`src/rtl/sram_like_arbiter_pkg.sv`:
```
// Shared codes for the sram-like arbiter: FSM states, owner ids, sizes.
// Imported by arb_pick2 and sram_like_arbiter.
package sram_like_arbiter_pkg;

  typedef enum logic [1:0] {
    ST_IDLE = 2'd0,
    ST_ADDR = 2'd1,
    ST_DATA = 2'd2
  } state_t;

  localparam logic OWN_I = 1'b0;
  localparam logic OWN_D = 1'b1;

  localparam logic [1:0] SZ_B = 2'd0;
  localparam logic [1:0] SZ_H = 2'd1;
  localparam logic [1:0] SZ_W = 2'd2;

endpackage

```
`src/rtl/sram_like_arbiter_arb_pick2.sv`:
```
// arb_pick2: 2-way I/D winner select. Ports: req_i, req_d, last -> grant.
// ARB_ROUND_ROBIN_EN: tie goes to master != last; else data wins ties.
module arb_pick2
  import sram_like_arbiter_pkg::*;
(
  input  logic req_i,
  input  logic req_d,
  input  logic last,
  output logic grant
);

  always_comb begin
    grant = OWN_D;
    unique case (1'b1)
      (req_i & ~req_d): grant = OWN_I;
      (req_d & ~req_i): grant = OWN_D;
      (req_i & req_d): begin
`ifdef ARB_ROUND_ROBIN_EN
        grant = ~last;
`else
        // a stalled load/store freezes the pipe
        grant = OWN_D;
`endif
      end
      default: grant = OWN_D;
    endcase
  end

endmodule

```
`src/rtl/sram_like_arbiter.sv`:
```
// Shares one sram-like port between I and D masters, one txn in flight.
// Ports: clk, rst, mi_*/md_* masters, s_* slave. Macro: ARB_ROUND_ROBIN_EN.
module sram_like_arbiter
  import sram_like_arbiter_pkg::*;
#(
  parameter int AW = 32,
  parameter int DW = 32
) (
  input  logic          clk,
  input  logic          rst,
  input  logic          mi_req,
  input  logic          mi_wr,
  input  logic [1:0]    mi_size,
  input  logic [AW-1:0] mi_addr,
  input  logic [DW-1:0] mi_wdata,
  output logic          mi_addr_ok,
  output logic          mi_data_ok,
  output logic [DW-1:0] mi_rdata,
  input  logic          md_req,
  input  logic          md_wr,
  input  logic [1:0]    md_size,
  input  logic [AW-1:0] md_addr,
  input  logic [DW-1:0] md_wdata,
  output logic          md_addr_ok,
  output logic          md_data_ok,
  output logic [DW-1:0] md_rdata,
  output logic          s_req,
  output logic          s_wr,
  output logic [1:0]    s_size,
  output logic [AW-1:0] s_addr,
  output logic [DW-1:0] s_wdata,
  input  logic          s_addr_ok,
  input  logic          s_data_ok,
  input  logic [DW-1:0] s_rdata
);

  state_t        state;
  logic          owner;
  logic          last;
  logic          grant;
  logic          wr_q;
  logic [1:0]    size_q;
  logic [AW-1:0] addr_q;
  logic [DW-1:0] wdata_q;

  arb_pick2 u_pick (
    .req_i (mi_req),
    .req_d (md_req),
    .last  (last),
    .grant (grant)
  );

  always_ff @(posedge clk) begin
    if (rst) begin
      state   <= ST_IDLE;
      owner   <= OWN_I;
      last    <= OWN_D;
      wr_q    <= 1'b0;
      size_q  <= SZ_B;
      addr_q  <= '0;
      wdata_q <= '0;
    end else begin
      unique case (state)
        ST_IDLE: begin
          if (mi_req | md_req) begin
            owner   <= grant;
            wr_q    <= grant ? md_wr : mi_wr;
            size_q  <= grant ? md_size : mi_size;
            addr_q  <= grant ? md_addr : mi_addr;
            wdata_q <= grant ? md_wdata : mi_wdata;
            state   <= ST_ADDR;
          end
        end
        ST_ADDR: begin
          // addr_ok wins over a same-cycle data_ok
          if (s_addr_ok) state <= ST_DATA;
        end
        ST_DATA: begin
          if (s_data_ok) begin
            last  <= owner;
            state <= ST_IDLE;
          end
        end
        default: state <= ST_IDLE;
      endcase
    end
  end

  logic in_addr;
  logic in_data;
  logic addr_hit;
  logic data_hit;

  // rst masks outputs so a response in the reset cycle is dropped
  assign in_addr  = (state == ST_ADDR) & ~rst;
  assign in_data  = (state == ST_DATA) & ~rst;
  assign addr_hit = in_addr & s_addr_ok;
  assign data_hit = in_data & s_data_ok;

  assign s_req   = in_addr;
  assign s_wr    = in_addr & wr_q;
  assign s_size  = in_addr ? size_q : SZ_B;
  assign s_addr  = in_addr ? addr_q : '0;
  assign s_wdata = in_addr ? wdata_q : '0;

  assign mi_addr_ok = addr_hit & (owner == OWN_I);
  assign md_addr_ok = addr_hit & (owner == OWN_D);
  assign mi_data_ok = data_hit & (owner == OWN_I);
  assign md_data_ok = data_hit & (owner == OWN_D);
  assign mi_rdata   = mi_data_ok ? s_rdata : '0;
  assign md_rdata   = md_data_ok ? s_rdata : '0;

endmodule

```
`config.mk`:
```
export PLATFORM = sky130hd
export DESIGN_NAME = sram_like_arbiter
export DESIGN_NICKNAME = d
export VERILOG_FILES = /design/src/rtl/sram_like_arbiter_pkg.sv /design/src/rtl/sram_like_arbiter_arb_pick2.sv /design/src/rtl/sram_like_arbiter.sv
export SDC_FILE = /design/constraint.sdc
export NUM_CORES = 1
export LEC_CHECK = 0
export ABC_AREA = 0
export BUFFER_PORTS_ARGS = -buffer_cell sky130_fd_sc_hd__buf_2
export CORE_AREA = 3 3 118 120
export DETAILED_ROUTE_END_ITERATION = 10
export DIE_AREA = 0 0 121 123
export PLACE_DENSITY = 0.69
export SLEW_MARGIN = 10
export SYNTH_ARGS = -nofsm -noshare
export SYNTH_HDL_FRONTEND = slang
export SYNTH_SLANG_ARGS = --single-unit
```
`constraint.sdc`:
```
create_clock -name clk -period 1.47 [get_ports clk]
set_input_delay 0.147 -clock clk [delete_from_list [all_inputs] [get_ports clk]]
set_output_delay 0.147 -clock clk [all_outputs]
set_load 0.01 [all_outputs]
```
==> flow_summary.json <==
{
  "outcome": "finished with violations",
  "violations": "negative setup slack",
  "drtIter0Drc": 351,
  "fmax_ghz": 0.594,
  "clock-sinks": 70,
  "fin_cells": 1028,
  "htree_levels": 3,
  "cts_tree": "yes",
  "final_common_cell": "buf_2",
  "postSynthAreaPerCell_um2": 7.69,
  "cap_viol_max_count": 0,
  "worstPathMaxFanout": 8,
  "seq_area_frac_synth": 0.332,
  "hp-class": "input port to register",
  "gp_congestion": 0.803,
  "global_route.overflow_total": 0,
  "antenna_found_initial": 4,
  "grt_max_degree": 71,
  "crit_arrival_ps": 1540,
  "fin_nets": 1017,
  "syn-num-nets": 721,
  "hold_viol_final": 0,
  "worstHoldPathCells": 3,
  "fp.dieW_um": 121,
  "viasPerCell": 5.01,
  "clk_latency_ps": 330,
  "port_buffers": 307,
  "die_h_um": 123,
  "rsz0062_at_grt": "yes",
  "dieArea_mm2": 0.0149,
  "fill_cells": 1284,
  "cts_made_buffers": 9,
  "synth_area_leaders": "dfxtp_1 (33%), and2_1 (20%), nand2_1 (12%), a311oi_2 (11%), a21oi_1 (8.3%)",
  "io_pins": 308,
  "p_leak_nw": 3.43,
  "finalSetupViolCount": 136,
  "cp_cell_sequence": "nor3b_2 -> and3_4 -> clkbuf_16 -> and2_4 -> buf_6",
  "syn-cell-area_mm2": 0.00422,
  "firstDrtPassIters": 5,
  "fin_skew_ps": 5.49,
  "grt_pass1_wl_mm": 25.1,
  "period_needed_ps": 1680,
  "dp_hpwl_mm": 11.7,
  "max_slew.worst_pin.slew_ps": 413,
  "grt_pass1_vias": 4818,
  "cp-end-kind": "output pin",
  "synth.top_cell.area_share": 0.332,
  "fin_ws_ps": -212,
  "power_density_mw_per_mm2": 873,
  "areaGrowthSynthToFinish_pct": 63.2,
  "clk_pin_slew_ps": 60,
  "synth_cell_types": 20,
  "ant_nets": 0,
  "slowest_stage": "dfxtp_2",
  "postCtsHoldBufs": 0,
  "ir_drop_mv": 0.478,
  "coreArea_mm2": 0.0131,
  "remaining_drc_errors": 0,
  "grt_use_total": 0.216,
  "rows": 42,
  "r2r.worst_path.cells": 6,
  "layout_common_cells": "buf_2 (277), nand2_1 (137), and2_1 (106), a21oi_1 (70), dfxtp_1 (68)",
  "postSynthCellCount": 549,
  "place_inst": 992,
  "crit_required_ps": 1320,
  "fin_crit_sh": 1.14,
  "clockRootBuffer": "clkbuf_16",
  "slew_violations": 0,
  "cp-start-kind": "register",
  "drive_above_1_share": 0.501,
  "yosysWarnings": 0,
  "yosys.area.top_type": "dfxtp_1",
  "cts_buffer_depth": 2,
  "max_stage_delay_ps": 330,
  "initial_core_util": 0.323,
  "routedWlPerCell_um": 17.5,
  "crit_type": "register to output pin",
  "routed_wl_mm": 18.0,
  "synth-seq-cells": 70,
  "vias": 5147,
  "slew_headroom": 0.725,
  "final_util": 0.527
}
cell type report:
class                           count  area, µm²  share of cell area
Sequential cell                    70       1410               0.204
Timing Repair Buffer              343       2300               0.333
Clock buffer                       10        239              0.0347
Tap cell                          176        220              0.0319
Multi-Input combinational cell    421       2670               0.387
Antenna cell                        3       7.51             0.00109
Clock inverter                      5       58.8             0.00853
report_power, final:
group	internal [mW]	switching, mW	leakage, nW
registers	2.13	0.115	0.583
logic	0.775	0.820	2.71
clock network	1.35	0.828	0.141
total	4.26	1.76	3.43
registers in the layout (all words and copies together), names as in the netlist:
register  cells
wr_q          1
state         2
size_q        2
wdata_q      32
owner         1
addr_q       32
repair_timing:
action,CTS,global route
setup buffers,6,4
setup endpoints to repair,136,180
resized for setup,36,37
cloned,5,5
pin swaps,11,22
Yosys cell counts:
cell	number
buf_6	4
clkbuf_1	45
a21oi_1	70
nand3b_1	1
a311oi_2	30
nor2_1	4
buf_1	1
and3_1	2
and3b_1	1
nor3b_1	3
nor2b_1	1
buf_2	6
or2_1	1
a311oi_1	37
and2_1	132
buf_4	2
nand2b_1	1
a21bo_2	1
nand2_1	137
dfxtp_1	70
worst max-delay path: cells and delay by family (launching register included):
kind          cells  cell delay (ps)
flops             1              330
buf+inv           2              270
simple gates      3              610
final timing paths:
| path | start | to | slack [ps] |
|---|---|---|---|
| worst max-delay path | state[0] | md_rdata[3] | -210 |
| worst min-delay path | md_addr[25] | addr_q[25] | 80 |
| worst max register to register | state[1] | addr_q[22] | 70 |
| worst min register to register | addr_q[18] | addr_q[18] | 510 |
cell families after synthesis:
kind of cell | share of synthesized area
buffers and inverters | 0.0622
AOI/OAI and AO/OA | 0.269
DFF | 0.332
and+or+nand+nor | 0.337
layer usage:
layer | wire [µm] | up-vias | global-route usage
met5 | 0 | - | 0
met4 | 681 | 0 | 0.101
met3 | 1440 | 47 | 0.0499
met2 | 9030 | 268 | 0.390
met1 | 6810 | 2349 | 0.240
li1 | - | 2483 | -
per-stage QoR:
step                hold WS (ps)  setup WS (ps)  power, mW  cell area [µm²]  setup TNS, ps
global placement             415           36.7       3.64             6010              0
global route                74.4           -280       6.33             6890         -32330
finish                      80.9           -212       6.02             6890         -22620
floorplan                    287           20.7       3.08             4230              0
CTS                         68.5           -227       5.97             6650         -24480
detailed placement           419           18.5       3.65             6010              0
Power figures use the tool's default switching activity.
